<file path="src/rtl/fifo_ram.sv">
// Simple dual-port memory: one write port, one registered read port.
// Contents are not reset so the array can map onto block or distributed RAM.
module fifo_ram #(
  parameter int ADDR_WIDTH = 4,
  parameter int DATA_WIDTH = 8
) (
  input  logic                  clock,
  input  logic                  we,
  input  logic [ADDR_WIDTH-1:0] waddr,
  input  logic [DATA_WIDTH-1:0] wdata,
  input  logic                  re,
  input  logic [ADDR_WIDTH-1:0] raddr,
  output logic [DATA_WIDTH-1:0] rdata
);

  logic [DATA_WIDTH-1:0] mem [2**ADDR_WIDTH];

  // Read-before-write: a read and write of one address on the same edge returns the old word.
  always_ff @(posedge clock) begin
    if (we) mem[waddr] <= wdata;
    if (re) rdata <= mem[raddr];
  end

endmodule

</file>
<file path="src/rtl/push_to_axis_fifo.sv">
// Elastic buffer from a push/almost-full producer to a valid/ready consumer.
// Capacity is the RAM plus one output word; dropped pushes raise a sticky overflow flag.
module push_to_axis_fifo #(
  parameter int ADDR_WIDTH   = 4,
  parameter int DATA_WIDTH   = 8,
  parameter int AFULL_MARGIN = 4
) (
  input  logic                  clock,
  input  logic                  resetn,
  input  logic [DATA_WIDTH-1:0] idata,
  input  logic                  iwrite,
  output logic                  oafull,
  output logic [DATA_WIDTH-1:0] odata,
  output logic                  ovalid,
  input  logic                  iready,
  output logic                  ooverflow
);

  localparam int CW = ADDR_WIDTH + 1;
  localparam logic [CW-1:0] CAP    = CW'((1 << ADDR_WIDTH) + 1);
  localparam logic [CW-1:0] MARGIN = CW'(AFULL_MARGIN);

  logic [CW-1:0]         count, count_next, mem_count, free_next;
  logic [ADDR_WIDTH-1:0] wr_ptr, rd_ptr;
  logic                  pop, accept, mem_nonempty, load_slot, load_mem, load_byp, write_mem;
  logic                  sel_mem;
  logic [DATA_WIDTH-1:0] byp_data, ram_rdata;

  assign pop          = ovalid & iready;
  assign accept       = iwrite & ((count < CAP) | pop);
  assign mem_count    = count - CW'(ovalid);
  assign mem_nonempty = (mem_count != '0);
  assign load_slot    = ~ovalid | pop;
  assign load_mem     = load_slot & mem_nonempty;
  assign load_byp     = load_slot & ~mem_nonempty & accept;
  assign write_mem    = accept & ~load_byp;

  always_comb begin
    count_next = count;
    if (accept && !pop)      count_next = count + CW'(1);
    else if (pop && !accept) count_next = count - CW'(1);
  end

  assign free_next = CAP - count_next;

  fifo_ram #(
    .ADDR_WIDTH(ADDR_WIDTH),
    .DATA_WIDTH(DATA_WIDTH)
  ) u_ram (
    .clock(clock),
    .we   (write_mem),
    .waddr(wr_ptr),
    .wdata(idata),
    .re   (load_mem),
    .raddr(rd_ptr),
    .rdata(ram_rdata)
  );

  // The head word lives either in the RAM read register or in the bypass register.
  assign odata = sel_mem ? ram_rdata : byp_data;

  always_ff @(posedge clock or negedge resetn) begin
    if (!resetn) begin
      count     <= '0;
      wr_ptr    <= '0;
      rd_ptr    <= '0;
      ovalid    <= 1'b0;
      oafull    <= 1'b0;
      ooverflow <= 1'b0;
      sel_mem   <= 1'b0;
      byp_data  <= '0;
    end else begin
      count  <= count_next;
      oafull <= (free_next <= MARGIN);
      if (write_mem) wr_ptr <= wr_ptr + ADDR_WIDTH'(1);
      if (load_mem)  rd_ptr <= rd_ptr + ADDR_WIDTH'(1);
      if (load_mem || load_byp) ovalid <= 1'b1;
      else if (pop)             ovalid <= 1'b0;
      if (load_mem) begin
        sel_mem <= 1'b1;
      end else if (load_byp) begin
        sel_mem  <= 1'b0;
        byp_data <= idata;
      end
      if (iwrite && !accept) ooverflow <= 1'b1;
    end
  end

endmodule

</file>
<file path="config.mk">
export PLATFORM = sky130hd
export DESIGN_NAME = push_to_axis_fifo
export DESIGN_NICKNAME = d
export VERILOG_FILES = /design/src/rtl/fifo_ram.sv /design/src/rtl/push_to_axis_fifo.sv
export SDC_FILE = /design/constraint.sdc
export NUM_CORES = 1
export LEC_CHECK = 0
export BUFFER_PORTS_ARGS = -buffer_cell sky130_fd_sc_hd__buf_2
export CAP_MARGIN = 20
export CORE_ASPECT_RATIO = 1.2
export CORE_UTILIZATION = 66
export CTS_CLUSTER_DIAMETER = 30
export CTS_CLUSTER_SIZE = 25
export DETAILED_ROUTE_END_ITERATION = 16
export PLACE_DENSITY = 0.81
export SLEW_MARGIN = 20
export SYNTH_ARGS = -nofsm -noshare
export SYNTH_HDL_FRONTEND = slang
export SYNTH_HIERARCHICAL = 1
export SYNTH_SLANG_ARGS = --single-unit
</file>
<file path="constraint.sdc">
create_clock -name clock -period 5.4 [get_ports clock]
set_clock_uncertainty 0.15 [all_clocks]
set_input_delay 0.81 -clock clock [delete_from_list [all_inputs] [get_ports clock]]
set_output_delay 0.81 -clock clock [all_outputs]
set_load 0.01 [all_outputs]
</file>
# Word-level counts from Yosys, hierarchy flattened
# Memories as Yosys holds them, arrays and structs flattened. A register that Yosys moved wholly into a read port is not among the register bits.
# Index checks and enable logic that the tools add are counted.
# totals
reg_bits,25
ramBits,128
inputBits,12
output_inout_bits,11
memories,1
# memory_table
memory,depth,word_bits,read_ports,rd_ports_with_merged_regs,wr,line,source
u_ram.mem,16,8,1,1,1,fifo_ram.sv:16,logic [DATA_WIDTH-1:0] mem [2**ADDR_WIDTH];
# classes
n_addsub,6
n_lt_le_gt_ge,2
muxes,9
n_bitwise,12
reduce_logical,10
# op_table
cell,n
$mux W5,2
$add A4 B1 Y4 const B,2
$mux W8,1
$and A1 B1 Y1,6
$mux W1,6
$add A5 B1 Y5 const B,1
$le A5 B3 Y1 const B,1
$lt A5 B5 Y1 const B,1
$reduce_bool A5 Y1,1
$sub A5 B1 Y5,1
$sub A5 B1 Y5 const B,1
$sub A5 B5 Y5 const A,1
$not A1 Y1,4
$reduce_bool A2 Y1,2
$logic_and A1 B1 Y1,3
$logic_not A1 Y1,2
$or A1 B1 Y1,2
$reduce_and A2 Y1,1
$logic_or A1 B1 Y1,1

# Logic depth before layout (Yosys ltp)
# logic_depth
word_depth,9
ltp_mapped,11

# Cells and area by module
# The synthesis kept the hierarchy.
# modules_own_cells
module,instances,cells_each,area_per_inst_um2,seq_area_each_um2
fifo_ram,1,229,5227.5,4083.9
push_to_axis_fifo,1,117,1376.3,625.6

# Worst setup path before layout
# OpenSTA, ideal clock, no wires.
# synth_timing
kind,input to register
from,in iready
to,mem u_ram.mem[0][0] (enable)
setup_ns,0.383
t_arrival_ns,2.754
required_time_ns,4.867
path_slack_ns,2.113
path_stages,6
path_buffers,1
path_cell_list,and2_1 > clkbuf_1 > o21ai_0 > nor2_1 > or3b_2 > nor3_1
# synth_via
elab_chain_len,8
# synth_rtl
item,line,source
from (decl),push_to_axis_fifo.sv:15,"input logic iready,"
$and A1 B1 Y1 *,push_to_axis_fifo.sv:29,assign pop = ovalid & iready;
"$or A1 B1 Y1, on equally long branches","push_to_axis_fifo.sv:33, push_to_axis_fifo.sv:30",
"$and A1 B1 Y1, on equally long branches","push_to_axis_fifo.sv:35, push_to_axis_fifo.sv:30",
$and A1 B1 Y1,push_to_axis_fifo.sv:35,assign load_byp = load_slot & ~mem_nonempty & accept;
$not A1 Y1,push_to_axis_fifo.sv:36,assign write_mem = accept & ~load_byp;
$and A1 B1 Y1 *,push_to_axis_fifo.sv:36,
named net write_mem,push_to_axis_fifo.sv:25,"logic pop, accept, mem_nonempty, load_slot, load_mem, load_byp, write_mem;"
$mux W1 *,fifo_ram.sv:20,if (we) mem[waddr] <= wdata;
$mux W1 (not written as such) *,fifo_ram.sv:20,
to (decl),fifo_ram.sv:16,
# The timed path passes the listed nets; every way through them passes the cells marked *.

# Final worst setup path
# layout_timing
from,reg count[0]
to,mem u_ram.mem[2][3] (enable)
# layout_via
elab_chain_len,9
# layout_rtl
item,line,source
from (decl),push_to_axis_fifo.sv:23,"logic [CW-1:0] count, count_next, mem_count, free_next;"
from (signal assigned),push_to_axis_fifo.sv:73,count <= count_next;
$sub A5 B1 Y5,push_to_axis_fifo.sv:31,assign mem_count = count - CW'(ovalid);
$reduce_bool A5 Y1,push_to_axis_fifo.sv:32,assign mem_nonempty = (mem_count != '0);
$not A1 Y1,push_to_axis_fifo.sv:35,
$and A1 B1 Y1 (2 in a row),push_to_axis_fifo.sv:35,
$not A1 Y1,push_to_axis_fifo.sv:36,
$and A1 B1 Y1 *,push_to_axis_fifo.sv:36,
named net write_mem,push_to_axis_fifo.sv:25,
$mux W1 *,fifo_ram.sv:20,
$mux W1 (not written as such) *,fifo_ram.sv:20,
# Marked as above.

==> results_dict.tcl <==
set metrics [dict create \
    dp_hpwl_um 7480 \
    drtPass1Iterations 5 \
    cts_max_path_buffers 2 \
    area_delta_synth_final_pct 12.1 \
    vias 3392 \
    cts_sinks 161 \
    start_util_pct 68.7 \
    crit_type "reg2reg" \
    timing.critical_path.mode_cell "nor2_1" \
    grt_pass1_vias 3461 \
    cts_setup_buffers 0 \
    min_period_over_period_pct 67.0 \
    p_leak_nw 2.61 \
    slew_violations 0 \
    clkTransAtPathRegs_ps 60 \
    status "complete, no violations" \
    die_height_um 112 \
    io_pins 23 \
    syn-cell-area_mm2 0.00660 \
    slowest_stage "nor2_1" \
    whs_ps 245 \
    dieArea_mm2 0.0104 \
    setup_violations 0 \
    insertion_delay_ps 410 \
    pwr_density_cell_mw_per_mm2 529 \
    synth_edf_count 136 \
    yosysSeqAreaShare_pct 71.3 \
    drv_cap 0 \
    seq_area_mm2 0.00471 \
    rsz0062_at_grt "no" \
    wirelength_um 12600 \
    route.detailed.drc 0 \
    tns_ps 0 \
    min_period_ps 3620 \
    cp-end-kind "flop" \
    fmax_ghz 0.276 \
    synthFlopType "edfxtp_1" \
    cts_tree "built" \
    tightestPinTransition_ps 976 \
    core_mm2 0.00961 \
    critPathMaxFanout 8 \
    cp.arrival_ps 3510 \
    routedWlPerCell_um 24.7 \
    slew-limit-headroom_pct 34.7 \
    yosysUniqueCellTypes 46 \
    htreeDepth 4 \
    drtIter0Drc 327 \
    fp-row-count 39 \
    cp-start-kind "flop" \
    syn-num-nets 364 \
    drive_gt1_share_pct 25.6 \
    cts_buffers 17 \
    synth-async-reset-ratio_pct 15.5 \
    fin_nets 391 \
    fin_cells 509 \
    netlist_instances 346 \
    grt_pass1_wl_um 19700 \
    die_width_um 93.3 \
    cts_resized 0 \
    dp_cells 477 \
    critPathMaxStageDelay_ps 590 \
    hp-class "in2async" \
    antenna_cells 0 \
    ys_seq_elements 161 \
    hold_violations 0 \
    gp_congestion 0.870 \
    cts.hold.buffers_added 0 \
    antenna_found_initial 0 \
    grt_max_degree 36 \
    via_per_inst 6.66 \
    dpl-instance-area_mm2 0.00676 \
    multi_input_area_mm2 0.00177 \
    crit_chain "inv_1 -> ha_1 -> xnor2_1 -> and4_1 -> nor2b_1 -> nor2_1 -> or3b_2 -> nor2_1" \
    syn_avg_cell_area_um2 19.1 \
    gr-total-overflow 0 \
    yosys_warnings 6 \
    design_area_mm2 0.00740 \
    ant_nets 0 \
    ir_drop_uv 337 \
    track_usage_pct 27.0 \
    io_buffers 22 \
    cp.required_ps 5290 \
    nFillCells 484 \
    cts_root_buf "clkbuf_16" \
]
## synthesized netlist by cell type (all sizes together), types with 3 or more instances
cell / count / area (um2)
a21oi: 3 / 15.0
a22oi: 16 / 120
buf: 10 / 77.6
clkdlybuf4s25: 3 / 30.0
dfrtp: 25 / 626
edfxtp: 136 / 4080
ha: 6 / 75.1
inv: 9 / 33.8
mux2: 18 / 203
mux4: 32 / 773
nand2: 15 / 56.3
nand2b: 3 / 18.8
nand3: 4 / 20.0
nand4: 4 / 25.0
nor2: 17 / 63.8
nor2b: 4 / 25.0
nor3: 4 / 20.0
xnor2: 7 / 68.8
xor2: 3 / 26.3
## report_power, final
group	total, mW	switching, mW	leakage (nW)	internal [mW]
combinational	0.949	0.496	0.784	0.453
clock	1.23	0.461	0.291	0.772
sequential	1.73	0.199	1.53	1.54
total	3.92	1.16	2.61	2.76
## routing by layer
| layer | GRT usage, % | vias up | part of all wire (%) | wire, um |
|---|---|---|---|---|
| met1 | 37.5 | 1747 | 40 | 4980 |
| met4 | 12.4 | 0 | 3.2 | 404 |
| met3 | 7.04 | 23 | 7.4 | 932 |
| met2 | 41.0 | 166 | 50 | 6240 |
| li1 | - | 1456 | - | - |
| met5 | 0 | - | 0 | 0 |
## worst paths after layout
check,start,end,slack (ps),cells past startpoint
min in group clock,ooverflow,ooverflow,320,2
min,resetn,ooverflow,250,1
min reg2reg,ooverflow,ooverflow,320,2
max,count[0],u_ram/mem[2][3],1780,8
max reg2reg,count[0],u_ram/mem[2][3],1780,8
max in group asynchronous,resetn,rd_ptr[0],4400,1
## sequential cells by signal (all words and copies together) (netlist names)
name         flops
u_ram/mem      128
byp_data         8
u_ram/rdata      8
count            5
rd_ptr           4
wr_ptr           4
oafull           1
ooverflow        1
ovalid           1
sel_mem          1
## stage by stage
step	power, mW	util [%]	worst slack (ps)
2_1_floorplan	2.42	-	2110
3_3_place_gp	2.61	70.3	1690
4_1_cts	3.92	76.8	1580
6_report	3.92	77.0	1780
5_1_grt	4.07	77.0	1590
3_5_place_dp	2.66	70.3	1560
## final cells by class
| class | count | area share, % |
|---|---|---|
| sequential | 161 | 63.7 |
| multi-input combinational | 161 | 23.8 |
| clock buffer | 18 | 5.80 |
| clock inverter | 14 | 2.57 |
| tap | 123 | 2.08 |
| timing repair buffer | 23 | 1.59 |
| inverter | 9 | 0.456 |
## worst max-delay path, delay by kind of cell, from the launching register on
| kind | cells | cell delay (ps) |
|---|---|---|
| fa+ha+maj | 1 | 220 |
| xor+xnor | 1 | 120 |
| flops | 1 | 480 |
| simple gates | 5 | 2130 |
| buf+inv | 1 | 150 |
## cells in the final DEF (no fill, tap or decap), types with 9 or more instances in the layout
master	count
nand2_1	15
edfxtp_1	136
mux4_2	18
a22oi_1	16
inv_1	9
mux2_2	18
dfrtp_1	24
mux4_1	14
nor2_1	17
buf_2	22
clkbuf_16	17
## cell families after synthesis
group | Yosys count | synth area share, %
AO/OA/AOI/OAI | 32 | 4.17
AND/OR/NAND/NOR | 62 | 4.76
XOR/XNOR | 10 | 1.44
adder cells (fa/ha/maj) | 6 | 1.14
flip-flops | 161 | 71.3
buffers and inverters | 24 | 2.25
multiplexers | 51 | 14.9
(Power assumes the default switching activity.)
